### src/rtl/fft_bf_sched_if.sv
// Bus between the radix-2 FFT butterfly scheduler and its environment
// (start/done handshake, butterfly-unit launch/complete, RAM/ROM addressing).
// The scheduler uses the master modport; the environment uses the slave modport.
interface fft_bf_sched_if #(
    parameter int LOG2N = 3
);
    logic             start;
    logic             busy;
    logic             done;
    logic             bf_go;
    logic             bf_done;
    logic [LOG2N-1:0] rd_addr_a;
    logic [LOG2N-1:0] rd_addr_b;
    logic [LOG2N-2:0] tw_addr;
    logic             wr_en;
    logic [LOG2N-1:0] wr_addr_a;
    logic [LOG2N-1:0] wr_addr_b;
    logic [LOG2N-1:0] stage;
    logic             err;

    modport master (
        input  start, bf_done,
        output busy, done, bf_go, rd_addr_a, rd_addr_b, tw_addr,
               wr_en, wr_addr_a, wr_addr_b, stage, err
    );

    modport slave (
        output start, bf_done,
        input  busy, done, bf_go, rd_addr_a, rd_addr_b, tw_addr,
               wr_en, wr_addr_a, wr_addr_b, stage, err
    );
endinterface

### src/rtl/fft_bf_sched.sv
// In-place radix-2 FFT butterfly scheduler. Walks LOG2N stages of N/2
// butterflies, each as RD -> GO -> WAIT (for bf_done) -> WR, then pulses done.
// Optional feature: define FFT_SCHED_WDOG_EN to add a 4-bit WAIT watchdog that
// aborts the pass and sets a sticky err flag after 15 cycles without bf_done.
// With the macro undefined, WAIT is unbounded and err is tied low.
module fft_bf_sched #(
    parameter int LOG2N = 3
) (
    input  logic          clk,
    input  logic          rst_n,
    fft_bf_sched_if.master bus
);

    localparam int                KW     = LOG2N - 1;
    localparam int                HALF   = 1 << KW;
    localparam logic [KW-1:0]     K_LAST = KW'(HALF - 1);
    localparam logic [LOG2N-1:0]  S_LAST = LOG2N'(LOG2N - 1);

    typedef enum logic [2:0] {
        ST_IDLE,
        ST_RD,
        ST_GO,
        ST_WAIT,
        ST_WR,
        ST_DONE
    } state_t;

    typedef struct packed {
        logic [LOG2N-1:0] a;
        logic [LOG2N-1:0] b;
        logic [KW-1:0]    tw;
    } bf_addr_t;

    state_t           state_q, state_d;
    logic [LOG2N-1:0] stage_q, stage_d;
    logic [KW-1:0]    k_q, k_d;
    bf_addr_t         addr_q, addr_next;
    logic             load;
    logic             last_bf;
    logic             busy, done, bf_go, wr_en;

    // Leg addresses: insert a 0 bit at position s of k (upper leg), set it for
    // the lower leg; twiddle index is the in-group position scaled to N/2.
    function automatic bf_addr_t calc_addr(input logic [LOG2N-1:0] s,
                                           input logic [KW-1:0]    k);
        bf_addr_t         r;
        logic [LOG2N-1:0] hi_mask;
        logic [LOG2N-1:0] kx;
        logic [LOG2N-1:0] lo;
        logic [LOG2N-1:0] hi;
        logic [LOG2N-1:0] sh;
        hi_mask = {LOG2N{1'b1}} << s;
        kx      = {1'b0, k};
        lo      = kx & ~hi_mask;
        hi      = kx & hi_mask;
        sh      = S_LAST - s;
        r.a     = (hi << 1) | lo;
        r.b     = r.a | (LOG2N'(1) << s);
        r.tw    = KW'(lo << sh);
        return r;
    endfunction

    assign last_bf = (k_q == K_LAST) && (stage_q == S_LAST);

`ifdef FFT_SCHED_WDOG_EN
    logic [3:0] wdog_q, wdog_d;
    logic       err_q, err_d;
    logic       timeout;

    // Fires on the 15th consecutive WAIT cycle that sees no bf_done.
    assign timeout = (state_q == ST_WAIT) && !bus.bf_done && (wdog_q == 4'd14);

    // Watchdog and sticky error next-state.
    always_comb begin
        wdog_d = 4'd0;
        err_d  = err_q;
        if ((state_q == ST_WAIT) && !bus.bf_done) begin
            wdog_d = wdog_q + 4'd1;
        end
        if ((state_q == ST_IDLE) && bus.start) begin
            err_d = 1'b0;
        end else if (timeout) begin
            err_d = 1'b1;
        end
    end

    // Watchdog and error registers.
    always_ff @(posedge clk or negedge rst_n) begin
        if (!rst_n) begin
            wdog_q <= 4'd0;
            err_q  <= 1'b0;
        end else begin
            wdog_q <= wdog_d;
            err_q  <= err_d;
        end
    end

    assign bus.err = err_q;
`else
    assign bus.err = 1'b0;
`endif

    // FSM state register.
    always_ff @(posedge clk or negedge rst_n) begin
        // NOTE: sequential state uses non-blocking assignment so every flop
        // samples pre-edge values regardless of process ordering.
        if (!rst_n) begin
            state_q <= ST_IDLE;
        end else begin
            state_q <= state_d;
        end
    end

    // FSM next-state logic.
    always_comb begin
        // NOTE: default assignment first so no path leaves state_d unassigned
        // (which would infer a latch).
        state_d = state_q;
        case (state_q)
            ST_IDLE: if (bus.start) state_d = ST_RD;
            ST_RD:   state_d = ST_GO;
            ST_GO:   state_d = ST_WAIT;
            ST_WAIT: begin
                if (bus.bf_done) begin
                    state_d = ST_WR;
                end
`ifdef FFT_SCHED_WDOG_EN
                else if (timeout) begin
                    state_d = ST_IDLE;
                end
`endif
            end
            ST_WR:   state_d = last_bf ? ST_DONE : ST_RD;
            ST_DONE: state_d = ST_IDLE;
            default: state_d = ST_IDLE;
        endcase
    end

    // FSM outputs, decoded from the current state only.
    always_comb begin
        busy  = 1'b0;
        done  = 1'b0;
        bf_go = 1'b0;
        wr_en = 1'b0;
        case (state_q)
            ST_IDLE: busy  = 1'b0;
            ST_GO:   bf_go = 1'b1;
            ST_WR:   wr_en = 1'b1;
            ST_DONE: done  = 1'b1;
            default: busy  = 1'b0;
        endcase
        busy = (state_q != ST_IDLE);
    end

    // Butterfly counter: restart on accepted start, advance after each write.
    always_comb begin
        stage_d = stage_q;
        k_d     = k_q;
        load    = 1'b0;
        if ((state_q == ST_IDLE) && bus.start) begin
            stage_d = '0;
            k_d     = '0;
            load    = 1'b1;
        end else if ((state_q == ST_WR) && !last_bf) begin
            load = 1'b1;
            if (k_q == K_LAST) begin
                k_d     = '0;
                stage_d = stage_q + LOG2N'(1);
            end else begin
                k_d = k_q + KW'(1);
            end
        end
    end

    assign addr_next = calc_addr(stage_d, k_d);

    // Counter and address registers; addresses are captured on entry to RD
    // and held through WR so read and write-back share the same pair.
    always_ff @(posedge clk or negedge rst_n) begin
        // NOTE: these registers drive outputs that must read 0 in reset, so
        // they take the async reset rather than being left uninitialised.
        if (!rst_n) begin
            stage_q <= '0;
            k_q     <= '0;
            addr_q  <= '0;
        end else begin
            stage_q <= stage_d;
            k_q     <= k_d;
            if (load) begin
                addr_q <= addr_next;
            end
        end
    end

    assign bus.busy      = busy;
    assign bus.done      = done;
    assign bus.bf_go     = bf_go;
    assign bus.wr_en     = wr_en;
    assign bus.rd_addr_a = addr_q.a;
    assign bus.rd_addr_b = addr_q.b;
    assign bus.tw_addr   = addr_q.tw;
    assign bus.wr_addr_a = addr_q.a;
    assign bus.wr_addr_b = addr_q.b;
    assign bus.stage     = stage_q;

endmodule

### src/flat_wrapper.sv
// flat-port wrapper written by rule: the top's interface ports become plain ports
module fft_bf_sched_flat 
#(
    parameter int LOG2N = 3
)
  (clk, rst_n, bus_start, bus_bf_done, bus_busy, bus_done, bus_bf_go, bus_rd_addr_a, bus_rd_addr_b, bus_tw_addr, bus_wr_en, bus_wr_addr_a, bus_wr_addr_b, bus_stage, bus_err);
  fft_bf_sched_if #(.LOG2N(LOG2N)) bus_i ();
  input  logic clk;
  input  logic rst_n;
  input wire logic [$bits(bus_i.start)-1:0] bus_start;
  input wire logic [$bits(bus_i.bf_done)-1:0] bus_bf_done;
  output wire logic [$bits(bus_i.busy)-1:0] bus_busy;
  output wire logic [$bits(bus_i.done)-1:0] bus_done;
  output wire logic [$bits(bus_i.bf_go)-1:0] bus_bf_go;
  output wire logic [$bits(bus_i.rd_addr_a)-1:0] bus_rd_addr_a;
  output wire logic [$bits(bus_i.rd_addr_b)-1:0] bus_rd_addr_b;
  output wire logic [$bits(bus_i.tw_addr)-1:0] bus_tw_addr;
  output wire logic [$bits(bus_i.wr_en)-1:0] bus_wr_en;
  output wire logic [$bits(bus_i.wr_addr_a)-1:0] bus_wr_addr_a;
  output wire logic [$bits(bus_i.wr_addr_b)-1:0] bus_wr_addr_b;
  output wire logic [$bits(bus_i.stage)-1:0] bus_stage;
  output wire logic [$bits(bus_i.err)-1:0] bus_err;
  assign bus_i.start = bus_start;
  assign bus_i.bf_done = bus_bf_done;
  assign bus_busy = bus_i.busy;
  assign bus_done = bus_i.done;
  assign bus_bf_go = bus_i.bf_go;
  assign bus_rd_addr_a = bus_i.rd_addr_a;
  assign bus_rd_addr_b = bus_i.rd_addr_b;
  assign bus_tw_addr = bus_i.tw_addr;
  assign bus_wr_en = bus_i.wr_en;
  assign bus_wr_addr_a = bus_i.wr_addr_a;
  assign bus_wr_addr_b = bus_i.wr_addr_b;
  assign bus_stage = bus_i.stage;
  assign bus_err = bus_i.err;
  fft_bf_sched #(.LOG2N(LOG2N)) u_core (.clk(clk), .rst_n(rst_n), .bus(bus_i));
endmodule
### config.mk
export PLATFORM = sky130hd
export DESIGN_NAME = fft_bf_sched_flat
export DESIGN_NICKNAME = d
export VERILOG_FILES = /design/src/rtl/fft_bf_sched_if.sv /design/src/rtl/fft_bf_sched.sv /design/src/flat_wrapper.sv
export SDC_FILE = /design/constraint.sdc
export NUM_CORES = 1
export LEC_CHECK = 0
export CORE_MARGIN = 2
export CORE_UTILIZATION = 50
export DETAILED_ROUTE_END_ITERATION = 10
export GPL_ROUTABILITY_DRIVEN = 0
export PLACE_DENSITY = 0.91
export SLEW_MARGIN = 20
export SYNTH_ARGS = -nofsm -noshare
export SYNTH_HDL_FRONTEND = slang
export SYNTH_SLANG_ARGS = --single-unit
### constraint.sdc
create_clock -name clk -period 6.1 [get_ports clk]
set_input_delay 1.22 -clock clk [delete_from_list [all_inputs] [get_ports clk]]
set_output_delay 1.22 -clock clk [all_outputs]
set_load 0.01 [all_outputs]
==> summary.md, run 1 <==
| Metric | Value |
|---|---|
| Synth cell count leaders | dfrtp_1 (16), nor2_1 (9), nand2_1 (8) |
| Synth Register Bits | 16 |
| P per Cell Area | 375.8 nW/µm² |
| CTS Buffer Depth | 2 |
| Top cells by area, synth | dfrtp_1 (36%), ha_1 (7.9%), buf_4 (4.7%) |
| Worst IR drop on VDD | roughly 0.23 mV |
| Final net count | 142 |
| Register share of total power | 37.0% |
| Non-filler cells, final | 158 |
| Mean Syn Cell Area | 9.683 µm² |
| Detailed Route Iter0 Violations | 15 |
| Relative slew slack | between 50% and 60% |
| Count of inserted antenna diode cells | 0 |
| Share of the synthesized area in the top cell type | 35.96% |
| Num ports | 26 |
| RSZ-0062 raised after global routing | false |
| FFs w/ async S/R, synth | 100.0% |
| DP Area | 1281 µm² |
| Post-Place Cells | 154 |
| Combinational power share | approximately 50% |
| Core area | 2148 µm² |
| Sw frac | 38.37% |
| Detailed Routing Iterations Pass 1 | 4 |
| Via-to-Cell Ratio | between 5 and 6 |
| Vias | 904 |
| Status | complete, no violations |
| Mapped Cells | 115 |
| Clock root buffer | clkbuf_4 |
| # Post-CTS Setup Buffers | 0 |
| Synth cell types | 53 |
| Max Fclk | 280.6 MHz |
| Crit share post-route | 58.41% |
| Worst setup slack after placement | around 2300 ps |
| Leak | about 0.60 nW |
| Crit path launch type | input port |
| Crit path DAT | roughly 3700 ps |
| Layout area overhead | 18.31% |
| Post-route ant nets | 0 |
| Initial antenna violation count | 0 |
| Worst Setup End Kind | flop |
| CTS H-tree depth | 1 |
| Main synth FF type | dfrtp_1 |
| DRC | 0 |
| Gr ovfl total | 0 |
| Chip width | 51.19 µm |
| EDFF count, synth | 0 |
| Mapped Nets | 126 |
| Hold WC Path Type | flop to flop |
| WS Path Type | input port to flop |
| GRT Util Overall | 20.21% |
| Die Y | 51.19 µm |
| Sequential Area | 400.4 µm² |
| # clock sinks | 16 |
| Setup tns final | 0 ps |
| Final Hold Violating Endpoints | 0 |
| Sequential fraction of the synthesis area | a little over a third |
| Core Rows | 17 |
| Hold-fix buffers, CTS | 0 |
| Quantity of gates resized following cts | 0 |
| Initial Utilization | 51.83% |
| Worst Path Max Fanout | 6 |
| Synth area leader | dfrtp_1 |
| Filler instances | roughly 180 |
| DPL Wire Length | between 1.5 and 2 mm |
| Final Instance Area | 1318 µm² |
| Port-buffer cells | 24 |
| Reg clk slew, reported paths | 90 ps |
| Worst-Margin Slew | 710.3 ps |
| Net Sw Power | 0.0001900 W |
| Final Skew | 5.350 ps |
| Wire per inst | 14.66 µm |
| Synth warnings | 0 |
| Post-Route WL | 2.316 mm |
| CP Data Required Time | around 6300 ps |
| Most numerous cell in the Yosys netlist | dfrtp_1 |
| Later-pin clock latency in the skew report | 290 ps |
| Int Power | around 0.00031 W |
| Share of cells above drive strength 1 | 13.85% |
| Pin count of the biggest net entering global routing | 17 |
| Count of final setup violators | 0 |
| Post-route minimum period | between 3000 and 4000 ps |
| Max Transition Viols Final | 0 |
| Clk network pwr share | 14.2% |
| Total chip power | 0.0004952 W |
| Multi-input gate area | 579.3 µm² |
| R2R Setup Slk | 3270 ps |
| Final worst slack | 2537 ps |
| First-pass GRT wire length | 3.953 mm |
| Mapped cell area | 1114 µm² |
| MaxCap Viol Count | 0 |
| CTS buffer count | 3 |
| CTS tree | yes |
| Number of global-route vias before repair | 890 |
| Die area | 2620 µm² |
sequential cells by signal, summed over array words and instances (netlist names):
name                  count
u_core.bus.tw_addr        2
u_core.bus.rd_addr_b      3
u_core.bus.stage          3
u_core.bus.rd_addr_a      3
u_core.state_q            3
u_core.k_q                2
worst paths after layout:
kind / start / endpoint / cells past startpoint
worst max-delay path: bus_start / u_core.bus.rd_addr_a[0] / 8
worst min-delay path: u_core.bus.tw_addr[1] / u_core.bus.tw_addr[1] / 2
worst max register to register: u_core.bus.stage[0] / u_core.bus.rd_addr_a[0] / 9
worst min register to register: u_core.bus.tw_addr[1] / u_core.bus.tw_addr[1] / 2
max in group asynchronous: rst_n / u_core.bus.tw_addr[0] / 1
min in group asynchronous: rst_n / u_core.state_q[0] / 1
critical path, cell delays in order:
cell and delay [ps]:
clkdlybuf4s50_1 490, or4b_1 560, o311ai_0 190, and2_1 280, ha_1 190, or3b_4 390
and2_4 170, mux2_4 250
area by class of cell:
type                    instances  share of cell area (%)
inverters                       7                   1.994
repair buffers                 24                   18.23
flip-flops and latches         16                   30.39
well taps                      28                   2.659
multi-input cells              79                   43.97
clock buffers                   4                   2.754
power groups by stage:
| stage | sequential (W) | combinational, W | clock (W) |
|---|---|---|---|
| 2_1_floorplan | 0.000173 | 0.000175 | 0 |
| 3_3_place_gp | 0.000181 | 0.000232 | 0 |
| 3_5_place_dp | 0.000184 | 0.000240 | 0 |
| 4_1_cts | 0.000182 | 0.000243 | 0.0000718 |
| 5_1_grt | 0.000191 | 0.000264 | 0.0000762 |
| 6_report | 0.000183 | 0.000242 | 0.0000702 |
cell usage in the layout, fill, tap and decap left out, drive strengths merged, types with 3 or more instances in the layout:
master	count
nor3	5
dfrtp	16
clkdlybuf4s50	24
nand2	8
ha	7
inv	7
o211ai	3
a21oi	3
nor2	10
clkbuf	4
through the flow:
step	utilization, %	hold WS [ps]
floorplan	-	518.1
global placement	59.64	472.5
detailed placement	59.64	468.4
CTS	61.33	504.7
global route	61.33	538.0
finish	61.33	497.0
cell families (layout without fill, tap and decap cells):
kind of cell | count (synthesis) | after routing | share of synthesized area (%)
adders and majority gates | 7 | 7 | 7.865
DFF | 16 | 16 | 35.95
buffers and inverters | 20 | 35 | 12.02
other | 1 | 1 | 0.3368
and+or+nand+nor | 43 | 43 | 22.36
muxes | 1 | 1 | 1.348
xor gates and xnor gates | 3 | 3 | 2.360
AOI/OAI and AO/OA | 24 | 24 | 17.75
metal layers:
metal | share of wire [%] | GRT usage [%] | routed length, µm | vias up
met4 | 2.8 | 12.61 | 65 | 0
met5 | 0 | 0 | 0 | -
met1 | 43 | 26.73 | 1007 | 428
met3 | 4.1 | 3.216 | 96 | 7
met2 | 50 | 30.74 | 1147 | 31
li1 | - | - | - | 438
No activity file was read; power rests on OpenSTA's default activity.
==> run 2, diff against run 1 <==
--- a/config.mk
+++ b/config.mk
@@ -6,10 +6,10 @@
 export NUM_CORES = 1
 export LEC_CHECK = 0
 export CORE_MARGIN = 2
-export CORE_UTILIZATION = 50
+export CORE_UTILIZATION = 44
 export DETAILED_ROUTE_END_ITERATION = 10
 export GPL_ROUTABILITY_DRIVEN = 0
-export PLACE_DENSITY = 0.91
+export PLACE_DENSITY = 0.86
 export SLEW_MARGIN = 20
 export SYNTH_ARGS = -nofsm -noshare
 export SYNTH_HDL_FRONTEND = slang
==> constraint.sdc (replaced) <==
create_clock -name clk -period 3 [get_ports clk]
set_input_delay 0.6 -clock clk [delete_from_list [all_inputs] [get_ports clk]]
set_output_delay 0.6 -clock clk [all_outputs]
set_load 0.01 [all_outputs]
==> run 2 against run 1 <==
Clock power up 61%; cell area up 2.6%; setup slack worse by 2300 ps; combinational power up 110%; via count up 2.9%; highest routed layer unchanged; global-route usage down 2.2 points; clock skew down 3.0 ps; final cell count up 4.4%; sequential power up 100%; largest cell class unchanged; first-iteration DRC count up 100%; worst hold slack better by 9.5 ps; critical path depth up 1.
==> summary.md, run 2 (synthesized netlist as in run 1, its figures left out) <==
| Metric | Value |
|---|---|
| Later-pin clock latency in the skew report | 290 ps (about the same) |
| Combinational power share | 51.8% (+2.9 points) |
| # clock sinks | 16 (unchanged) |
| Die area | 2949 µm² (+13%) |
| CTS buffer count | 3 (unchanged) |
| Final worst slack | 203.3 ps (-2333 ps) |
| Sequential Area | 400.4 µm² (unchanged) |
| Leak | 0.6252 nW (+3.5%) |
| Int Power | 0.0006119 W (+100%) |
| Die Y | 54.31 µm (+6.1%) |
| Initial antenna violation count | 0 (unchanged) |
| Chip width | 54.31 µm (+6.1%) |
| Crit path DAT | 2970 ps (-770 ps) |
| Commonest non-fill, non-tap cell in the layout | clkdlybuf4s50_1 |
| Worst Setup End Kind | flop |
| Final Skew | 2.316 ps (-3.035 ps) |
| DRC | 0 (unchanged) |
| Count of inserted antenna diode cells | 0 (unchanged) |
| Most frequent cells in the layout | clkdlybuf4s50_1 (24), dfrtp_1 (16), nor2_1 (9) |
| Worst-Margin Slew | 731.5 ps (+21.17 ps) |
| Post-Route WL | 2.374 mm (+2.5%) |
| Worst setup slack after placement | -33.19 ps (-2290 ps) |
| DPL Wire Length | 1.828 mm (+5.8%) |
| P per Cell Area | 738.5 nW/µm² (+96%) |
| Worst Path Max Fanout | 6 (unchanged) |
| RSZ-0062 raised after global routing | false |
| Net Sw Power | 0.0003860 W (+100%) |
| WS Path Type | flop to flop |
| Register share of total power | 36.8% (-0.2 points) |
| Sw frac | 38.68% (+0.30 points) |
| Share of cells above drive strength 1 | 17.04% (+3.2 points) |
| GRT Util Overall | 17.98% (-2.2 points) |
| Hold WC Path Type | flop to flop |
| Hold-fix buffers, CTS | 0 (unchanged) |
| Final Hold Violating Endpoints | 0 (unchanged) |
| Quantity of gates resized following cts | 0 (unchanged) |
| Max Fclk | 357.6 MHz |
| CTS Buffer Depth | 2 (unchanged) |
| Initial Utilization | 45.78% (-6.1 points) |
| Multi-input gate area | 579.3 µm² (unchanged) |
| Vias | 930 (+2.9%) |
| Worst IR drop on VDD | 0.5528 mV (+140%) |
| Layout area overhead | 21.35% |
| Num ports | 26 (unchanged) |
| Pin count of the biggest net entering global routing | 17 (unchanged) |
| Clk network pwr share | 11.4% (-2.8 points) |
| Wire per inst | 14.39 µm (-1.8%) |
| Relative slew slack | 51.08% (-1.4 points) |
| # Post-CTS Setup Buffers | 0 (unchanged) |
| Reg clk slew, reported paths | 90 ps (about the same) |
| Detailed Routing Iterations Pass 1 | 4 (unchanged) |
| Crit share post-route | 93.22% |
| Crit path launch type | flop |
| Count of final setup violators | 0 (unchanged) |
| Final Util | 55.56% (-5.8 points) |
| CTS tree | yes |
| Gr ovfl total | 0 (unchanged) |
| MaxCap Viol Count | 0 (unchanged) |
| Max Transition Viols Final | 0 (unchanged) |
| First-pass GRT wire length | 3.801 mm (-3.8%) |
| Post-route minimum period | 2797 ps |
| Detailed Route Iter0 Violations | 30 (+15) |
| CP Data Required Time | 3180 ps (-3100 ps) |
| Filler instances | 217 (+22%) |
| CTS H-tree depth | 1 (unchanged) |
| Status | complete, no violations |
| Core area | 2432 µm² (+13%) |
| Via-to-Cell Ratio | 5.636 (-1.5%) |
| Final net count | 148 (+4.2%) |
| Post-route ant nets | 0 (unchanged) |
| Port-buffer cells | 24 (unchanged) |
| Clock root buffer | clkbuf_4 |
| Core Rows | 18 (+1) |
| Number of global-route vias before repair | 851 (-4.4%) |
[run 2: cell types whose count changed in the layout (fill, tap and decap cells not counted), sizes merged]
cell | previous run | this run
clkbuf | 4 | 3
buf | 0 | 6
[run 2: path summary, 6_finish.rpt]
| kind | start | end | slack, ps | cells past startpoint |
|---|---|---|---|---|
| min | u_core.bus.tw_addr[1] | u_core.bus.tw_addr[1] | 510 | 2 |
| max in group asynchronous | rst_n | u_core.bus.rd_addr_b[1] | 1800 | 1 |
| max reg2reg | u_core.bus.stage[0] | u_core.bus.rd_addr_a[0] | 200 | 9 |
| min in group asynchronous | rst_n | u_core.bus.rd_addr_a[2] | 740 | 1 |
| min reg2reg | u_core.bus.tw_addr[1] | u_core.bus.tw_addr[1] | 510 | 2 |
| max | u_core.bus.stage[0] | u_core.bus.rd_addr_a[0] | 200 | 9 |
[run 2: through the flow]
step / TNS [ps] / hold WS, ps / area (µm²) / cells / power (W)
after CTS: 0 / 508.5 / 1351 / 165 / 0.0009996
after global placement: 0 / 475.5 / 1329 / 162 / 0.0008699
after detailed placement: -53.82 / 479.2 / 1329 / 162 / 0.0008862
final: 0 / 506.5 / 1351 / 165 / 0.0009979
after floorplan: 0 / 304.4 / 1114 / 115 / 0.0007069
after global routing: 0 / 537.6 / 1351 / 165 / 0.001062
[run 2: per-layer routing]
metal	part of all wire (%)	vias up	global-route usage [%]
li1	-	443	-
met1	45	442	23.88
met2	49	39	27.51
met3	4.4	6	3.005
met4	1.5	0	10.42
met5	0	-	0
[run 2: final cells by class]
cell class	instances	area share, %
multi-input combinational	79	42.87
clock buffer	3	1.667
tap	30	2.778
sequential	16	29.63
inverter	7	1.944
timing repair buffer	30	21.11
[run 2: worst max-delay path, cell delays in order, from the launching register on]
cell and delay [ps]:
dfrtp_1 480, inv_1 80, ha_1 260, and2b_2 250
o311ai_0 390, and2_1 240, ha_1 180, or3b_4 390
and2_4 170, mux2_4 250
[run 2: power by group through the flow]
stage	clock, W	combinational [W]	sequential [W]
floorplan	0	0.000355	0.000352
global placement	0	0.000507	0.000363
detailed placement	0	0.000517	0.000370
CTS	0.000115	0.000519	0.000366
global route	0.000123	0.000559	0.000380
finish	0.000113	0.000517	0.000367
==> patch 1, RTL diff (settings of run 2) <==
`LOG2N` is set to 3 in 3 places; all go to 2.
--- a/src/rtl/fft_bf_sched_if.sv
+++ b/src/rtl/fft_bf_sched_if.sv
@@ -2,7 +2,7 @@
 // (start/done handshake, butterfly-unit launch/complete, RAM/ROM addressing).
 // The scheduler uses the master modport; the environment uses the slave modport.
 interface fft_bf_sched_if #(
-    parameter int LOG2N = 3
+    parameter int LOG2N = 2
 );
     logic             start;
     logic             busy;
--- a/src/rtl/fft_bf_sched.sv
+++ b/src/rtl/fft_bf_sched.sv
@@ -4,7 +4,7 @@
 // aborts the pass and sets a sticky err flag after 15 cycles without bf_done.
 // With the macro undefined, WAIT is unbounded and err is tied low.
 module fft_bf_sched #(
-    parameter int LOG2N = 3
+    parameter int LOG2N = 2
 ) (
     input  logic          clk,
     input  logic          rst_n,
--- a/src/flat_wrapper.sv
+++ b/src/flat_wrapper.sv
@@ -1,7 +1,7 @@
 // flat-port wrapper written by rule: the top's interface ports become plain ports
 module fft_bf_sched_flat 
 #(
-    parameter int LOG2N = 3
+    parameter int LOG2N = 2
 )
   (clk, rst_n, bus_start, bus_bf_done, bus_busy, bus_done, bus_bf_go, bus_rd_addr_a, bus_rd_addr_b, bus_tw_addr, bus_wr_en, bus_wr_addr_a, bus_wr_addr_b, bus_stage, bus_err);
   fft_bf_sched_if #(.LOG2N(LOG2N)) bus_i ();
Ports: changed (6 resized); port bits go from 26 to 20. The function was not compared with the original's and may differ.
==> patch 1 against run 2 <==
- largest cell class unchanged
- worst hold slack lost 0.0041 ns
- combinational power shrank 29%
- critical path type is now reg2out
- critical endpoint is now bus_wr_en
- power shrank 24%
- utilization grew 5.4 points
- wire length shrank 50%
- sequential share of layout area grew 4.6 points
- worst setup slack gained 0.20 ns
- synthesized area shrank 43%
- final area shrank 41%
- sequential cell count shrank 5
==> patch 1: results (changes against run 2) <==
<table>
<tr><th>Metric</th><th>Value</th></tr>
<tr><th colspan="2">Final layout</th></tr>
<tr><td>Layout clock area frac</td><td>3.27% (was 1.67%)</td></tr>
<tr><td>Number of buffers other than clock buffers in the final layout</td><td>18 (was 30)</td></tr>
<tr><td>Count of sequential standard cells</td><td>11 (was 16)</td></tr>
<tr><td>Fraction of final layout cells with drive strength greater than 1</td><td>8.64% (was 17.0%)</td></tr>
<tr><td>Non-clock buffering overhead</td><td>22.4% (was 21.1%)</td></tr>
<tr><th colspan="2">Clock tree</th></tr>
<tr><td>Clock slew at the register clock pins of the worst setup and hold paths</td><td>0.07 ns (was 0.09 ns)</td></tr>
<tr><th colspan="2">Synth</th></tr>
<tr><td>Number of distinct library cell variants in the gate-level netlist after synthesis</td><td>32 (was 53)</td></tr>
<tr><td>Mapped Nets</td><td>71 (was 126)</td></tr>
<tr><td>Leading cell types by total area after synthesis</td><td>dfrtp_1 44%, buf_4 5.9%, nor2_1 5.3% (was dfrtp_1 36%, ha_1 7.9%, buf_4 4.7%)</td></tr>
<tr><td>Mean instance size in the synthesized netlist</td><td>9.57 um2 (was 9.68 um2)</td></tr>
<tr><th colspan="2">Place</th></tr>
<tr><td>Pre-CTS setup slack</td><td>0.705 ns (was -0.0332 ns)</td></tr>
<tr><td>Inst Count DP</td><td>92 (was 162)</td></tr>
<tr><td>Instance area at placement</td><td>777 um2 (was 1330 um2)</td></tr>
<tr><th colspan="2">Detailed routing</th></tr>
<tr><td>Met3 wire len</td><td>67 um (was 105 um)</td></tr>
<tr><td>Drt first-iter violations</td><td>7 (was 30)</td></tr>
<tr><th colspan="2">Run status</th></tr>
<tr><td>Outcome</td><td>finished, final reports clean (unchanged)</td></tr>
<tr><th colspan="2">Worst setup path</th></tr>
<tr><td>Arrival time of data at the critical path endpoint</td><td>2.00 ns (was 2.97 ns)</td></tr>
<tr><td>Largest delay contributor family on the critical path</td><td>buffers and inverters (was simple AND/OR/NAND/NOR gates)</td></tr>
<tr><td>Standard cell with the maximum stage delay on the critical path</td><td>or3b_1 (was dfrtp_1)</td></tr>
<tr><th colspan="2">Pwr</th></tr>
<tr><td>Portion of total power attributed to sequential cells</td><td>37.7% (was 36.8%)</td></tr>
<tr><td>Power share of the combinational group</td><td>48.6% (was 51.8%)</td></tr>
<tr><td>Pwr per Cell Area</td><td>943 nW/um2 (was 738 nW/um2)</td></tr>
<tr><td>Net switching fraction of the power</td><td>40.0% (was 38.7%)</td></tr>
<tr><th colspan="2">Global routing</th></tr>
<tr><td>Number of global-route vias before repair</td><td>482 (was 851)</td></tr>
<tr><td>Largest net degree at the start of global routing</td><td>12 (was 17)</td></tr>
<tr><td>GRT met1 Usage</td><td>18.6% (was 23.9%)</td></tr>
<tr><td>Met3 routing resource usage after global routing</td><td>4.35% (was 3.01%)</td></tr>
<tr><th colspan="2">STA</th></tr>
<tr><td>Pin slew with the least headroom to its limit</td><td>0.613 ns (was 0.732 ns)</td></tr>
</table>
[patch 1: changes by cell type after synthesis, moves of 2 or more]
cell      change
a32oi_1       -2
buf_4         -2
dfrtp_1       -5
ha_1          -6
inv_1         -5
nand2_1       -2
nand3_1       -2
nor3_1        -4
o211ai_1      -3
[patch 1: final timing paths]
kind,endpoint,from,slack [ns],cells after the start
max in group asynchronous,u_core.bus.rd_addr_b[1]$_DFFE_PN0P_,rst_n,2.01,1
worst max register to register,u_core.bus.tw_addr$_DFFE_PN0P_,u_core.state_q[0]$_DFFE_PN0P_,1.38,4
min in group asynchronous,u_core.state_q[1]$_DFFE_PN0P_,rst_n,0.66,1
worst min register to register,u_core.bus.rd_addr_a[1]$_DFFE_PN0P_,u_core.bus.rd_addr_a[1]$_DFFE_PN0P_,0.50,1
worst max-delay path,bus_wr_en,u_core.state_q[0]$_DFFE_PN0P_,0.40,3
worst min-delay path,u_core.bus.rd_addr_a[1]$_DFFE_PN0P_,u_core.bus.rd_addr_a[1]$_DFFE_PN0P_,0.50,1
==> patch 2, RTL diff (settings of run 2) <==
Without the edit above. The 6 states of `state_t` get a Gray code encoding in 3 bits.
--- a/src/rtl/fft_bf_sched.sv
+++ b/src/rtl/fft_bf_sched.sv
@@ -17,12 +17,12 @@
     localparam logic [LOG2N-1:0]  S_LAST = LOG2N'(LOG2N - 1);
 
     typedef enum logic [2:0] {
-        ST_IDLE,
-        ST_RD,
-        ST_GO,
-        ST_WAIT,
-        ST_WR,
-        ST_DONE
+        ST_IDLE = 3'b000,
+        ST_RD   = 3'b001,
+        ST_GO   = 3'b011,
+        ST_WAIT = 3'b010,
+        ST_WR   = 3'b110,
+        ST_DONE = 3'b111
     } state_t;
 
     typedef struct packed {
Function: same outputs for any inputs over 10 cycles, from zero or initial values and one cycle with rst_n low; not proved beyond that.
==> patch 2 against run 2 <==
- power up 2.6%
- synthesized cell count down 2.6%
- worst setup slack better by 0.097 ns
- count of clock-buffer cells in the layout up 1
- non-clock buffer count down 4
- wire length up 1.2%
- sequential cell count unchanged
- combinational power about the same
- maximum frequency up 3.6%
- synthesized area down 3.1%
- final area down 2.6%
- critical endpoint is now u_core.bus.tw_addr[1]$_DFFE_PN0P_
==> patch 2: results (changes against run 2) <==
<table>
<tr><th>Metric</th><th>Value</th></tr>
<tr><th colspan="2">Run status</th></tr>
<tr><td>Outcome</td><td>finished, final reports clean (unchanged)</td></tr>
<tr><th colspan="2">Place</th></tr>
<tr><td>Pre-CTS setup slack</td><td>0.237 ns (was -0.0332 ns)</td></tr>
<tr><td>Half-perimeter wire length after placement</td><td>1.85 mm (was 1.83 mm)</td></tr>
<tr><td>Inst Count DP</td><td>154 (was 162)</td></tr>
<tr><th colspan="2">Die</th></tr>
<tr><td>Die Area</td><td>2860 um2 (was 2950 um2)</td></tr>
<tr><th colspan="2">Final layout</th></tr>
<tr><td>Sequential cell area share</td><td>30.4% (was 29.6%)</td></tr>
<tr><td>Non-clock buffering overhead</td><td>19.4% (was 21.1%)</td></tr>
<tr><td>Inverters excl. clock</td><td>6 (was 7)</td></tr>
<tr><td>Fraction of final layout cells with drive strength greater than 1</td><td>10.8% (was 17.0%)</td></tr>
<tr><td>Final net count</td><td>142 (was 148)</td></tr>
<tr><td>Multi-input logic cell count</td><td>78 (was 79)</td></tr>
<tr><td>FILL cells</td><td>212 (was 217)</td></tr>
<tr><th colspan="2">Synth</th></tr>
<tr><td>Number of distinct library cell variants in the gate-level netlist after synthesis</td><td>47 (was 53)</td></tr>
<tr><td>Area fraction in compound gates after synthesis</td><td>21.0% (was 17.8%)</td></tr>
<tr><td>Area share of fa/ha/maj cells after synthesis</td><td>8.12% (was 7.87%)</td></tr>
<tr><td>Top post-synthesis cells by count</td><td>16 x dfrtp_1, 13 x nand2_1, 9 x nor2_1, 7 x buf_4, 7 x ha_1 (was 16 x dfrtp_1, 9 x nor2_1, 8 x nand2_1)</td></tr>
<tr><td>Part of the Yosys area used for sequential elements</td><td>37.1% (was 36.0%)</td></tr>
<tr><td>Leading cell types by total area after synthesis</td><td>dfrtp_1 37%, ha_1 8.1%, buf_4 4.9% (was dfrtp_1 36%, ha_1 7.9%, buf_4 4.7%)</td></tr>
<tr><th colspan="2">Pwr</th></tr>
<tr><td>Portion of total power attributed to sequential cells</td><td>35.5% (was 36.8%)</td></tr>
<tr><td>Power Internal</td><td>628 uW (was 612 uW)</td></tr>
<tr><td>Comb pwr</td><td>519 uW (was 517 uW)</td></tr>
<tr><td>Power share of the combinational group</td><td>50.7% (was 51.8%)</td></tr>
<tr><th colspan="2">Worst setup path</th></tr>
<tr><td>Arrival time of data at the critical path endpoint</td><td>2.89 ns (was 2.97 ns)</td></tr>
<tr><td>CP peak stage delay</td><td>0.50 ns (was 0.48 ns)</td></tr>
<tr><th colspan="2">Detailed routing</th></tr>
<tr><td>Met3 wire len</td><td>111 um (was 105 um)</td></tr>
<tr><td>Met1 wire length</td><td>1.05 mm (was 1.06 mm)</td></tr>
<tr><td>Drt first-iter violations</td><td>16 (was 30)</td></tr>
<tr><th colspan="2">Global routing</th></tr>
<tr><td>Met3 routing resource usage after global routing</td><td>2.54% (was 3.01%)</td></tr>
<tr><th colspan="2">STA</th></tr>
<tr><td>Max-Slew Margin vs Limit</td><td>49.0% (was 51.1%)</td></tr>
</table>
[patch 2: path summary, 6_finish.rpt]
kind,start,endpoint,slack [ns],depth (start not counted)
hold reg to reg,u_core.bus.tw_addr[0]$_DFFE_PN0P_,u_core.bus.tw_addr[0]$_DFFE_PN0P_,0.50,2
min in group asynchronous,rst_n,u_core.bus.tw_addr[1]$_DFFE_PN0P_,0.76,1
hold / removal,u_core.bus.tw_addr[0]$_DFFE_PN0P_,u_core.bus.tw_addr[0]$_DFFE_PN0P_,0.50,2
setup / recovery,u_core.state_q[0]$_DFFE_PN0P_,u_core.bus.tw_addr[1]$_DFFE_PN0P_,0.30,9
max in group asynchronous,rst_n,u_core.bus.rd_addr_a[2]$_DFFE_PN0P_,1.77,1
setup reg to reg,u_core.state_q[0]$_DFFE_PN0P_,u_core.bus.tw_addr[1]$_DFFE_PN0P_,0.30,9
